===== config.mk =====
export PLATFORM = sky130hd
export DESIGN_NAME = action_scheduler
export DESIGN_NICKNAME = d
export VERILOG_FILES = /design/src/rtl/action_pkg.sv /design/src/rtl/rr_arbiter.sv /design/src/rtl/action_scheduler.sv
export SDC_FILE = /design/constraint.sdc
export NUM_CORES = 1
export LEC_CHECK = 0
export CORE_MARGIN = 2
export CORE_UTILIZATION = 45
export DETAILED_ROUTE_END_ITERATION = 7
export GPL_TIMING_DRIVEN = 0
export PLACE_DENSITY = 0.89
export SYNTH_ARGS = -nofsm -noshare
export SYNTH_HDL_FRONTEND = slang
export SYNTH_SLANG_ARGS = --single-unit

===== constraint.sdc =====
create_clock -name clk -period 3.2 [get_ports clk]
set_input_delay 0.64 -clock clk [delete_from_list [all_inputs] [get_ports clk]]
set_output_delay 0.64 -clock clk [all_outputs]
set_load 0.01 [all_outputs]

===== src/rtl/action_pkg.sv =====
// Shared types and constants for the GPIO action scheduler.
package action_pkg;

  typedef enum logic {
    ST_IDLE = 1'b0,
    ST_HOLD = 1'b1
  } state_t;

  localparam int HOLD_CNT_W          = 10;
  localparam int DEFAULT_PULSE_WIDTH = 10;

endpackage


===== src/rtl/rr_arbiter.sv =====
// Combinational round-robin arbiter: first set request scanning upward from rr_ptr, with wrap.
module rr_arbiter #(
  parameter int NUM_REQ = 4,
  parameter int SRC_W   = $clog2(NUM_REQ)
) (
  input  logic [NUM_REQ-1:0] req,
  input  logic [SRC_W-1:0]   rr_ptr,
  output logic [NUM_REQ-1:0] grant,
  output logic [SRC_W-1:0]   grant_idx,
  output logic               any_req,
  output logic               multi_req
);

  logic [SRC_W:0]   scan;
  logic [SRC_W-1:0] idx;
  logic             found;

  always_comb begin
    grant     = '0;
    grant_idx = '0;
    found     = 1'b0;
    scan      = '0;
    idx       = '0;
    for (int i = 0; i < NUM_REQ; i++) begin
      scan = {1'b0, rr_ptr} + (SRC_W+1)'(i);
      if (scan >= (SRC_W+1)'(NUM_REQ)) scan = scan - (SRC_W+1)'(NUM_REQ);
      idx = scan[SRC_W-1:0];
      if (!found && req[idx]) begin
        found      = 1'b1;
        grant[idx] = 1'b1;
        grant_idx  = idx;
      end
    end
  end

  assign any_req   = |req;
  assign multi_req = ($countones(req) > 1);

endmodule


===== src/rtl/action_scheduler.sv =====
// Arbitrates lane trigger requests onto the single GPIO pulse channel, holding off new
// grants for the pulse width plus a guard gap after each trigger.
module action_scheduler
  import action_pkg::*;
#(
  parameter int NUM_REQ             = 4,
  parameter int DATA_W              = 16,
  parameter int PULSE_WIDTH_DEFAULT = DEFAULT_PULSE_WIDTH,
  parameter int SRC_W               = $clog2(NUM_REQ)
) (
  input  logic                      clk,
  input  logic                      rst_n,
  input  logic [NUM_REQ-1:0]        req_valid,
  input  logic [NUM_REQ*DATA_W-1:0] req_data,
  output logic [NUM_REQ-1:0]        req_ready,
  output logic                      act_valid,
  output logic [DATA_W-1:0]         act_data,
  output logic [SRC_W-1:0]          act_src,
  input  logic                      cfg_enable,
  input  logic [7:0]                cfg_pulse_width,
  input  logic [7:0]                cfg_gap_cycles,
  output logic                      busy,
  output logic [31:0]               grant_count,
  output logic [31:0]               contention_count
);

  state_t                  state;
  logic [SRC_W-1:0]        rr_ptr;
  logic [HOLD_CNT_W-1:0]   hold_cnt;

  logic [NUM_REQ-1:0]      grant_oh;
  logic [SRC_W-1:0]        grant_idx;
  logic                    any_req;
  logic                    multi_req;
  logic                    grant_now;
  logic [DATA_W-1:0]       sel_data;
  logic [7:0]              eff_w;
  logic [HOLD_CNT_W-1:0]   hold_len;

  rr_arbiter #(
    .NUM_REQ (NUM_REQ),
    .SRC_W   (SRC_W)
  ) u_arb (
    .req       (req_valid),
    .rr_ptr    (rr_ptr),
    .grant     (grant_oh),
    .grant_idx (grant_idx),
    .any_req   (any_req),
    .multi_req (multi_req)
  );

  assign grant_now = (state == ST_IDLE) && cfg_enable && any_req;
  assign req_ready = grant_now ? grant_oh : '0;
  assign busy      = (state == ST_HOLD);

  always_comb begin
    sel_data = '0;
    for (int i = 0; i < NUM_REQ; i++) begin
      if (grant_idx == SRC_W'(i)) sel_data = req_data[i*DATA_W +: DATA_W];
    end
  end

  // Window spans the pulse, the trigger cycle and the guard gap; 10 bits cannot overflow.
  assign eff_w    = (cfg_pulse_width != 8'd0) ? cfg_pulse_width : 8'(PULSE_WIDTH_DEFAULT);
  assign hold_len = {2'b00, eff_w} + 10'd1 + {2'b00, cfg_gap_cycles};

  always_ff @(posedge clk or negedge rst_n) begin
    if (!rst_n) begin
      state            <= ST_IDLE;
      rr_ptr           <= '0;
      hold_cnt         <= '0;
      act_valid        <= 1'b0;
      act_data         <= '0;
      act_src          <= '0;
      grant_count      <= '0;
      contention_count <= '0;
    end else begin
      act_valid <= 1'b0;
      case (state)
        ST_IDLE: begin
          if (grant_now) begin
            act_valid   <= 1'b1;
            act_data    <= sel_data;
            act_src     <= grant_idx;
            rr_ptr      <= (grant_idx == SRC_W'(NUM_REQ-1)) ? '0 : grant_idx + 1'b1;
            grant_count <= grant_count + 32'd1;
            if (multi_req) contention_count <= contention_count + 32'd1;
            hold_cnt    <= hold_len;
            state       <= ST_HOLD;
          end
        end
        ST_HOLD: begin
          hold_cnt <= hold_cnt - 1'b1;
          if (hold_cnt == HOLD_CNT_W'(1)) state <= ST_IDLE;
        end
        default: state <= ST_IDLE;
      endcase
    end
  end

endmodule


Word-level counts from Yosys, hierarchy flattened --
Index checks and enable logic that the tools add are counted.
Word-level totals: flip-flop bits (word level) 96, input bits 87, logic and storage cells 107, output and inout port bits 88
Cells by class: multiplexer cells 44, order comparisons 13, reductions and logical operators 17, bitwise gates (word level) 4, add/subtract/negate cells 16, equality and inequality tests 5
Operators with widths (number):
- adder 32 x 1 -> 32 bit, second input constant | 2
- 2-to-1 mux 16 bit | 4
- adder 32 bit | 1
- > comparator 32 x 2 -> 1 bit, second input constant | 1
- 2-to-1 mux 4 bit | 5
- one-hot mux 10 bit (2 select lines) | 1
- 2-to-1 mux 2 bit | 9
- 2-to-1 mux 1 bit | 14
- less-than comparator 2 x 3 -> 1 bit, second input constant | 4
- bitwise OR 4 bit | 3
- adder 9 x 8 -> 10 bit | 1
- equality test 10 x 1 -> 1 bit, second input constant | 1
- 2-to-1 mux 10 bit | 1
- subtractor 10 x 1 -> 10 bit, second input constant | 1
- adder 8 x 1 -> 9 bit, second input constant | 1
- >= comparator 3 bit, second input constant | 3
- logical AND 1 bit | 9
- binary-select mux 1 bit (select 2 bit) | 4
- demux 1 bit (select 2 bit) | 4
- >= comparator 2 x 1 -> 1 bit, second input constant | 4
- 2-to-1 mux 8 bit | 1
- nonzero test 8 bit | 1
- subtractor 2 x 1 -> 2 bit, second input constant | 4
- adder 2 x 2 -> 3 bit, second input constant | 2
- other kinds (14) | 18

Logic depth before layout (Yosys ltp) --
depth in word-level cells 19, depth in mapped cells 15, mapped depth without buffers 12

Hierarchy --
A second synthesis with hierarchy kept.
Unflattened totals: cell total of the unflattened synthesis 565, area total of the unflattened synthesis 5634.2 um^2
By module, submodules not included:
- action_scheduler | seq. area each 2402.3 um^2, instances 1, cells an instance 509, area each 5146.2 um^2
- rr_arbiter | seq. area each 0.0 um^2, instances 1, cells an instance 56, area each 488.0 um^2

Worst setup path before layout --
No wires, ideal clock.
kind reg-to-reg, start register rr_ptr[0], end register act_data[10], setup slack 254 ps, setup time 119 ps, clock period less this slack 2946 ps, path buffers 3, stages on the path, launching flop included 16, required time 3081 ps, arrival time 2827 ps, cells stage by stage dfrtp_1 > buf_2 > inv_1 > ha_1 > a2111oi_0 > a31oi_1 > a221oi_2 > inv_1 > ha_1 > clkbuf_1 > clkbuf_1 > nand3b_1 > a21oi_1 > a21oi_1 > o21ai_0 > o21a_1
Between the ends: longest elaborated chain between the ends 19, elaborated cells between the ends (all ways) 44, classes of those cells 7 x add/sub; 4 x order compare; 3 x eq/ne; 23 x mux; 7 x reduce/logical
RTL lines:
- start, declared | line action_scheduler.sv:28 | logic [SRC_W-1:0] rr_ptr;
- start signal, assigned | line action_scheduler.sv:85 | rr_ptr <= (grant_idx == SRC_W'(NUM_REQ-1)) ? '0 : grant_idx + 1'b1;
- parallel branches: the longest is 13 deep, another holds adder 2 x 1 -> 3 bit
- 2-to-1 mux 2 bit * | line rr_arbiter.sv:28 | if (!found && req[idx]) begin
- named net grant_idx[0] | line action_scheduler.sv:32 | logic [SRC_W-1:0] grant_idx;
- logical NOT 2 bit | line action_scheduler.sv:59 | if (grant_idx == SRC_W'(i)) sel_data = req_data[i*DATA_W +: DATA_W];
- 2-to-1 mux 16 bit (3 in series) | line action_scheduler.sv:59
- 2-to-1 mux 16 bit * | line action_scheduler.sv:59
- end signal, assigned | line action_scheduler.sv:83 | act_data <= sel_data;
- end, declared | line action_scheduler.sv:17 | output logic [DATA_W-1:0] act_data,
Mark *: on every way through the listed nets, which the timed path passes. The select of a mux whose other input is x is not followed. A chain may end at the register's enable or synchronous reset.

Final worst setup path --
start register rr_ptr[0], end output port req_ready[1]
Between the ends: longest elaborated chain between the ends 15, elaborated cells between the ends (all ways) 60, classes of those cells 7 x add/sub; 12 x order compare; 28 x mux; 3 x bitwise; 10 x reduce/logical
RTL lines:
- parallel branches: the longest is 13 deep, another holds adder 2 x 1 -> 3 bit
- 2-to-1 mux 4 bit * | line rr_arbiter.sv:28
- 2-to-1 mux 4 bit * | line action_scheduler.sv:53 | assign req_ready = grant_now ? grant_oh : '0;
- end, declared | line action_scheduler.sv:15 | output logic [NUM_REQ-1:0] req_ready,
Mark *: on every way between the ends. The select of a mux whose other input is x is not followed.

==> flow_summary.rst <==
.. list-table::
   :header-rows: 1

   * - Metric
     - Value
   * - I/O pin total
     - 175
   * - CTS tree
     - done
   * - DRC violation total after the first TritonRoute iteration
     - 353
   * - Summed instance area of the synthesized netlist
     - 5770 um^2
   * - Share of the yosys chip area belonging to registers
     - 0.416
   * - Layout cell share with drive strength beyond 1
     - 0.123
   * - Internal
     - 2150 uW
   * - Number of antenna violations at the first check in global routing
     - 0
   * - Violations in the final reports
     - negative setup slack
   * - Sequential power share
     - 0.456
   * - DRC
     - 0
   * - Placement Rows
     - 41
   * - Period utilization
     - 1.01
   * - Overall fraction of global-route tracks in use
     - 0.226
   * - Count of buffers from port buffering
     - 174
   * - ANT cells
     - 0
   * - Relative contribution of combinational cells to total power
     - 0.200
   * - Commonest non-fill, non-tap cell in the layout
     - clkdlybuf4s50_1
   * - Worst min-delay path class
     - in2async
   * - Post-route cell area
     - 8350 um^2
   * - Status
     - finished, violations left
   * - Max-cap viol count
     - 0
   * - Critical path endpoint category
     - primary output
   * - Arrival @ worst endpoint
     - 2580 ps
   * - Kind of critical path
     - reg2out
   * - Post-layout net count
     - 922
   * - H-tree depth
     - 3
   * - Number of setup violations in the final report
     - 1
   * - Peak supply drop
     - 0.000262 V
   * - Die area
     - 13700 um^2
   * - Max-Slew Margin vs Limit
     - 0.524
   * - Y dimension of the die
     - 117 um
   * - Maximum clock insertion buffer count
     - 2
   * - Number of global-route vias before repair
     - 5099
   * - Ys async rst share
     - 1.00
   * - Crit path max fanout
     - 4
   * - Synthesis-to-finish area growth
     - 44.8%
   * - Clock input transition at the sequential cells of the worst setup and hold paths
     - 70 ps
   * - Worst setup slack after placement
     - -1090 ps
   * - Avg Synthesized Cell Area
     - 9.57 um^2
   * - CTS Root Cell
     - clkbuf_16
   * - Count of synthesis-stage warnings from yosys
     - 0
   * - Sw Ratio
     - 0.279
   * - Post-layout total power
     - 2980 uW
   * - Placed cell area
     - 7750 um^2
   * - Largest net degree at the start of global routing
     - 59
   * - Shortest period the worst path allows
     - 3220 ps
   * - Post-DR wirelength/cell
     - 16.0 um
   * - Initial core utilization
     - 0.459
   * - Core area
     - 12600 um^2
   * - Critical Path Source Type
     - flop
   * - Sinks on the clock net
     - 96
   * - Drt total wl
     - 15.7 mm
   * - Number of hold-slack violations in the final timing report
     - 0
   * - Count of antenna-violating nets left after detailed routing
     - 0
   * - Number of synthesized register bits
     - 96
   * - Worst Setup Slack, final
     - -21.9 ps
   * - Peak clock frequency supported by timing
     - 310 MHz
   * - Static leakage power
     - 0.00359 uW
   * - Switching power total
     - 830 uW
   * - Cts bufs inserted
     - 9
   * - Distinct cell type count of the synthesized netlist
     - 64
   * - Vias
     - 5281
   * - Number of max-slew violations in the final report
     - 0
   * - Count of hold-fix buffers inserted at cts
     - 0
   * - Cells after synthesis
     - 603
   * - Number of enable flip-flop cells after synthesis
     - 0
   * - Tightest Pin Transition
     - 707 ps
   * - RSZ-0062 raised after global routing
     - yes
   * - Detailed-routing iteration count for the pre-antenna-repair pass
     - 4
   * - Total power per unit cell area
     - 356 nW/um^2
   * - Avg Vias per Cell
     - 5.37
   * - Skew final
     - 16.0 ps
   * - Main synth FF type
     - dfrtp_1
   * - Grt total ovfl
     - 0
   * - Placer's final routability congestion estimate
     - 0.913
   * - Required arrival time at the worst endpoint
     - 2560 ps
   * - Net count after synthesis
     - 719
   * - DIE WIDTH
     - 117 um
   * - Wire length of the first global-routing pass
     - 24.6 mm
   * - Leading cell types in the layout, fill and taps excluded
     - clkdlybuf4s50_1 (169), dfrtp_1 (94), a21oi_1 (56), nand2_1 (53), xnor2_1 (50)
   * - Clock latency on the worst-skew pair
     - 360 ps
   * - Clock power share
     - 0.345
   * - Placed wire-length estimate
     - 11.4 mm
## kinds of logic after synthesis
kind of cell,synth area share
simple gates,0.197
compound gates,0.160
flops,0.416
xor+xnor,0.105
buf+inv,0.0386
fa+ha+maj,0.0655
mux,0.0171
## power groups by stage
stage	clock network (uW)	logic, uW	registers [uW]
final	1030	594	1360
after global routing	1100	658	1370
after CTS	1050	570	1360
after detailed placement	0	548	1380
after global placement	0	529	1370
after floorplan	0	326	1360
## path summary, 6_finish.rpt
| path | startpoint | endpoint | slack [ps] | depth (start not counted) |
|---|---|---|---|---|
| hold / removal | rst_n | contention_count[26] | 250 | 1 |
| setup / recovery | rr_ptr[0] | req_ready[1] | -20 | 8 |
| hold reg to reg | act_src[1] | act_src[1] | 480 | 2 |
| setup reg to reg | rr_ptr[1] | act_data[11] | 240 | 13 |
| max in group asynchronous | rst_n | rr_ptr[1] | 2280 | 2 |
| min in group clk | act_src[1] | act_src[1] | 480 | 2 |
## per-stage QoR
stage | cells | setup TNS, ps | utilization | hold WS, ps
final | 983 | -21.9 | 0.665 | 250
after detailed placement | 950 | -19040 | 0.617 | 470
after global routing | 983 | -448 | 0.665 | 281
after global placement | 949 | -203180 | 0.615 | 459
after CTS | 972 | 0 | 0.649 | 257
after floorplan | 603 | 0 | - | 344
## synth_stat cells, drive strengths merged, types with 2 or more instances
master	count	area [um^2]
xnor2	50	438
nor4	4	46.3
dfrtp	96	2400
nor3b	3	22.5
ha	27	338
nor3	8	61.3
o22ai	6	37.5
buf	11	57.6
a221oi	5	50.0
and3	15	93.8
mux2	3	33.8
nor4b	2	17.5
mux2i	2	20.0
nor2	20	75.1
and2	10	62.6
fa	2	40.0
and4	10	90.1
or2	3	18.8
a21oi	57	285
inv	22	82.6
nand3	22	110
and4b	2	20.0
a41oi	3	26.3
nand4	20	131
o31ai	3	22.5
o21ai	30	150
nand2	54	203
nand3b	16	120
a211oi	8	72.6
o21a	19	143
xor2	19	166
nor2b	6	37.5
clkbuf	22	82.6
mux4	2	45.0
a31oi	3	18.8
## state kept, by name, indices dropped and copies added, names as in the netlist
signal / flops
grant_count: 32
act_src: 2
rr_ptr: 2
contention_count: 32
hold_cnt: 10
busy: 1
act_valid: 1
act_data: 16
## final cells by class
type                    count  area (um^2)
multi-input cells         452         3270
clock buffers              11          243
clock inverters             5         40.0
repair buffers            194         1890
plain buffers              31          193
inverters                  22         98.8
fillers                   949         4210
well taps                 172          215
flip-flops and latches     96         2400
## per-layer routing
layer,wire length (um),up-vias,share of wire,track usage
li1,-,2564,-,-
met1,6900,2556,0.44,0.292
met2,7980,141,0.51,0.384
met3,651,20,0.041,0.0448
met4,210,0,0.013,0.0706
met5,0,-,0,0
## worst max-delay path, stage by stage, from the launching register on
cell,delay [ps]
dfrtp_2,410
buf_8,120
clkinvlp_4,100
ha_4,290
mux4_2,530
buf_6,160
a221oi_1,320
o22ai_1,130
buf_2,170
## what timing repair did
action	CTS	global route
setup buffers	8	11
gates resized for setup	45	48
setup endpoints to repair	20	29
pin swaps	4	4
Power figures use the tool's default switching activity.
==> patch (same flow settings) <==
Change the parameter `DATA_W` from 16 to 20.
--- a/src/rtl/action_scheduler.sv
+++ b/src/rtl/action_scheduler.sv
@@ -6,3 +6,3 @@
   parameter int NUM_REQ             = 4,
-  parameter int DATA_W              = 16,
+  parameter int DATA_W              = 20,
   parameter int PULSE_WIDTH_DEFAULT = DEFAULT_PULSE_WIDTH,
Ports: changed (resized act_data and req_data); port bits go from 175 to 195. No check against the original RTL was run, so the function may have changed too.
==> patch against the original RTL <==
- cell area grew 5.0%
- first-iteration DRC count fell by 18%
- highest routed layer unchanged
- sequential cell count increased by 4
- routed wire length up 2.0%
- total power grew 7.4%
- fmax is 4.0% higher
- sequential power rose by 4%
- critical path depth increased by 1
- setup slack improved by 0.12 ns
- synthesized area increased by 3.6%
==> patch: results (changes against the original RTL) <==
metric	value	unit	change
Area contributors post-synth	dfrtp_1, xnor2_1, a21oi_1, nand2_1, ha_1		
Slowest-stage cell, CP	mux4_2		
worst skew pair latency	0.34	ns	-0.02 ns
clock skew	0.00880	ns	-0.00716 ns
leakage power	3.78	nW	+5.4%
Mapped Nets	790		+9.9%
DR pass1 iterations	5		+1
Layout fillers	1015		+7.0%
peak supply drop	0.237	mV	-9.7%
hpwl dp	11800	um	+3.6%
fraction of area in multi-input gates	38.8	%	-0.28 points
Placer Congestion	0.940		+2.9%
Non-clk bufs	239		+6.2%
Seq area share	28.6	%	-0.22 points
Yosys cell types	58		-9.4%
critical path fanouts, max	6		+2
inverters	24		+9.1%
Worst R2R End	act_data[17]		
post-synthesis sequential area ratio	41.8	%	+0.21 points
R2R depth	15		+2
slew margin rel.	47.3	%	-5.1 points
worst reg2reg setup slack	0.17	ns	-0.07 ns
Final Routed Wirelength	16100	um	+2.0%
P_seq	0.00141	W	+4%
vias in the first global route	5443		+6.7%
dominant delay contributor by cell family on the critical path	multiplexers		
Final clock-cell share	3.27	%	-0.12 points
most frequent cells after synthesis	dfrtp_1, nand2_1, a21oi_1		
largest registers	contention_count x32, grant_count x32, act_data x20		
drt via density	5.31		-1.2%
status	finished, final reports clean		
first-pass GRT wire length	26300	um	+6.6%
Net Sw Frac	28.9	%	+1.0 points
Setup CP Type	reg -> out		
buffer share of cell area	25.8	%	+0.79 points
pin count of the biggest net entering global routing	69		+17%
clock tree buffer count of the final layout	10		-1
multi-input gate count	503		+11%
ratio of cells with drive above 1 in the final layout	11.1	%	-1.2 points
crit path to	req_ready[2]		
Tot GR Track Use	22.7	%	+0.026 points
Clock Sinks	100		+4.2%
via count	5614		+6.3%
post-CTS resize count	52		+16%
-- patch: layer usage --
metal  vias up  track usage [%]  part of all wire (%)
li1       2726                -                     -
met1      2704             29.4                    44
met2       160             38.8                    50
met3        24             3.59                   4.2
met4         0             7.07                   1.9
met5         -                0                     0
-- patch: per-stage QoR --
stage	hold WS (ns)	worst slack (ns)	total power, W	instance area (um^2)	TNS (ns)
after floorplan	0.344	0.0393	0.00184	5980	0
after global placement	0.459	-2.53	0.00209	8150	-244.03
after detailed placement	0.463	-0.989	0.00212	8170	-32.58
after CTS	0.256	0.0145	0.00318	8630	0
after global routing	0.271	-0.0334	0.00337	8770	-0.0733
final	0.247	0.101	0.00320	8770	0
-- patch: worst min-delay path by stage --
stage	startpoint	slack, ns	depth (start not counted)	end
after global routing	rst_n	0.27	1	contention_count[5]
after CTS	rst_n	0.26	1	contention_count[21]
after global placement	contention_count[31]	0.46	1	contention_count[31]
after floorplan	rst_n	0.34	0	act_data[0]
final	rst_n	0.25	1	contention_count[20]
after detailed placement	contention_count[31]	0.46	1	contention_count[31]
-- patch: worst register-to-register path, delay by kind of cell, from the launching register on --
family / cells / cell delay, ns
flip-flops: 1 / 0.40
buffers and inverters: 4 / 0.49
AND/OR/NAND/NOR: 2 / 0.30
AO/OA/AOI/OAI: 6 / 0.75
adder cells (fa/ha/maj): 2 / 0.46
multiplexers: 1 / 0.55
-- patch: cells by family (layout without fill, tap and decap cells) --
kind of cell / after synthesis / count (layout) / synth area share [%]
buffers and inverters: 55 / 279 / 3.81
adders and majority gates: 29 / 29 / 6.32
muxes: 5 / 5 / 1.28
AOI/OAI and AO/OA: 143 / 143 / 14.0
and+or+nand+nor: 254 / 254 / 22.2
DFF: 100 / 100 / 41.8
xor gates and xnor gates: 72 / 72 / 10.5
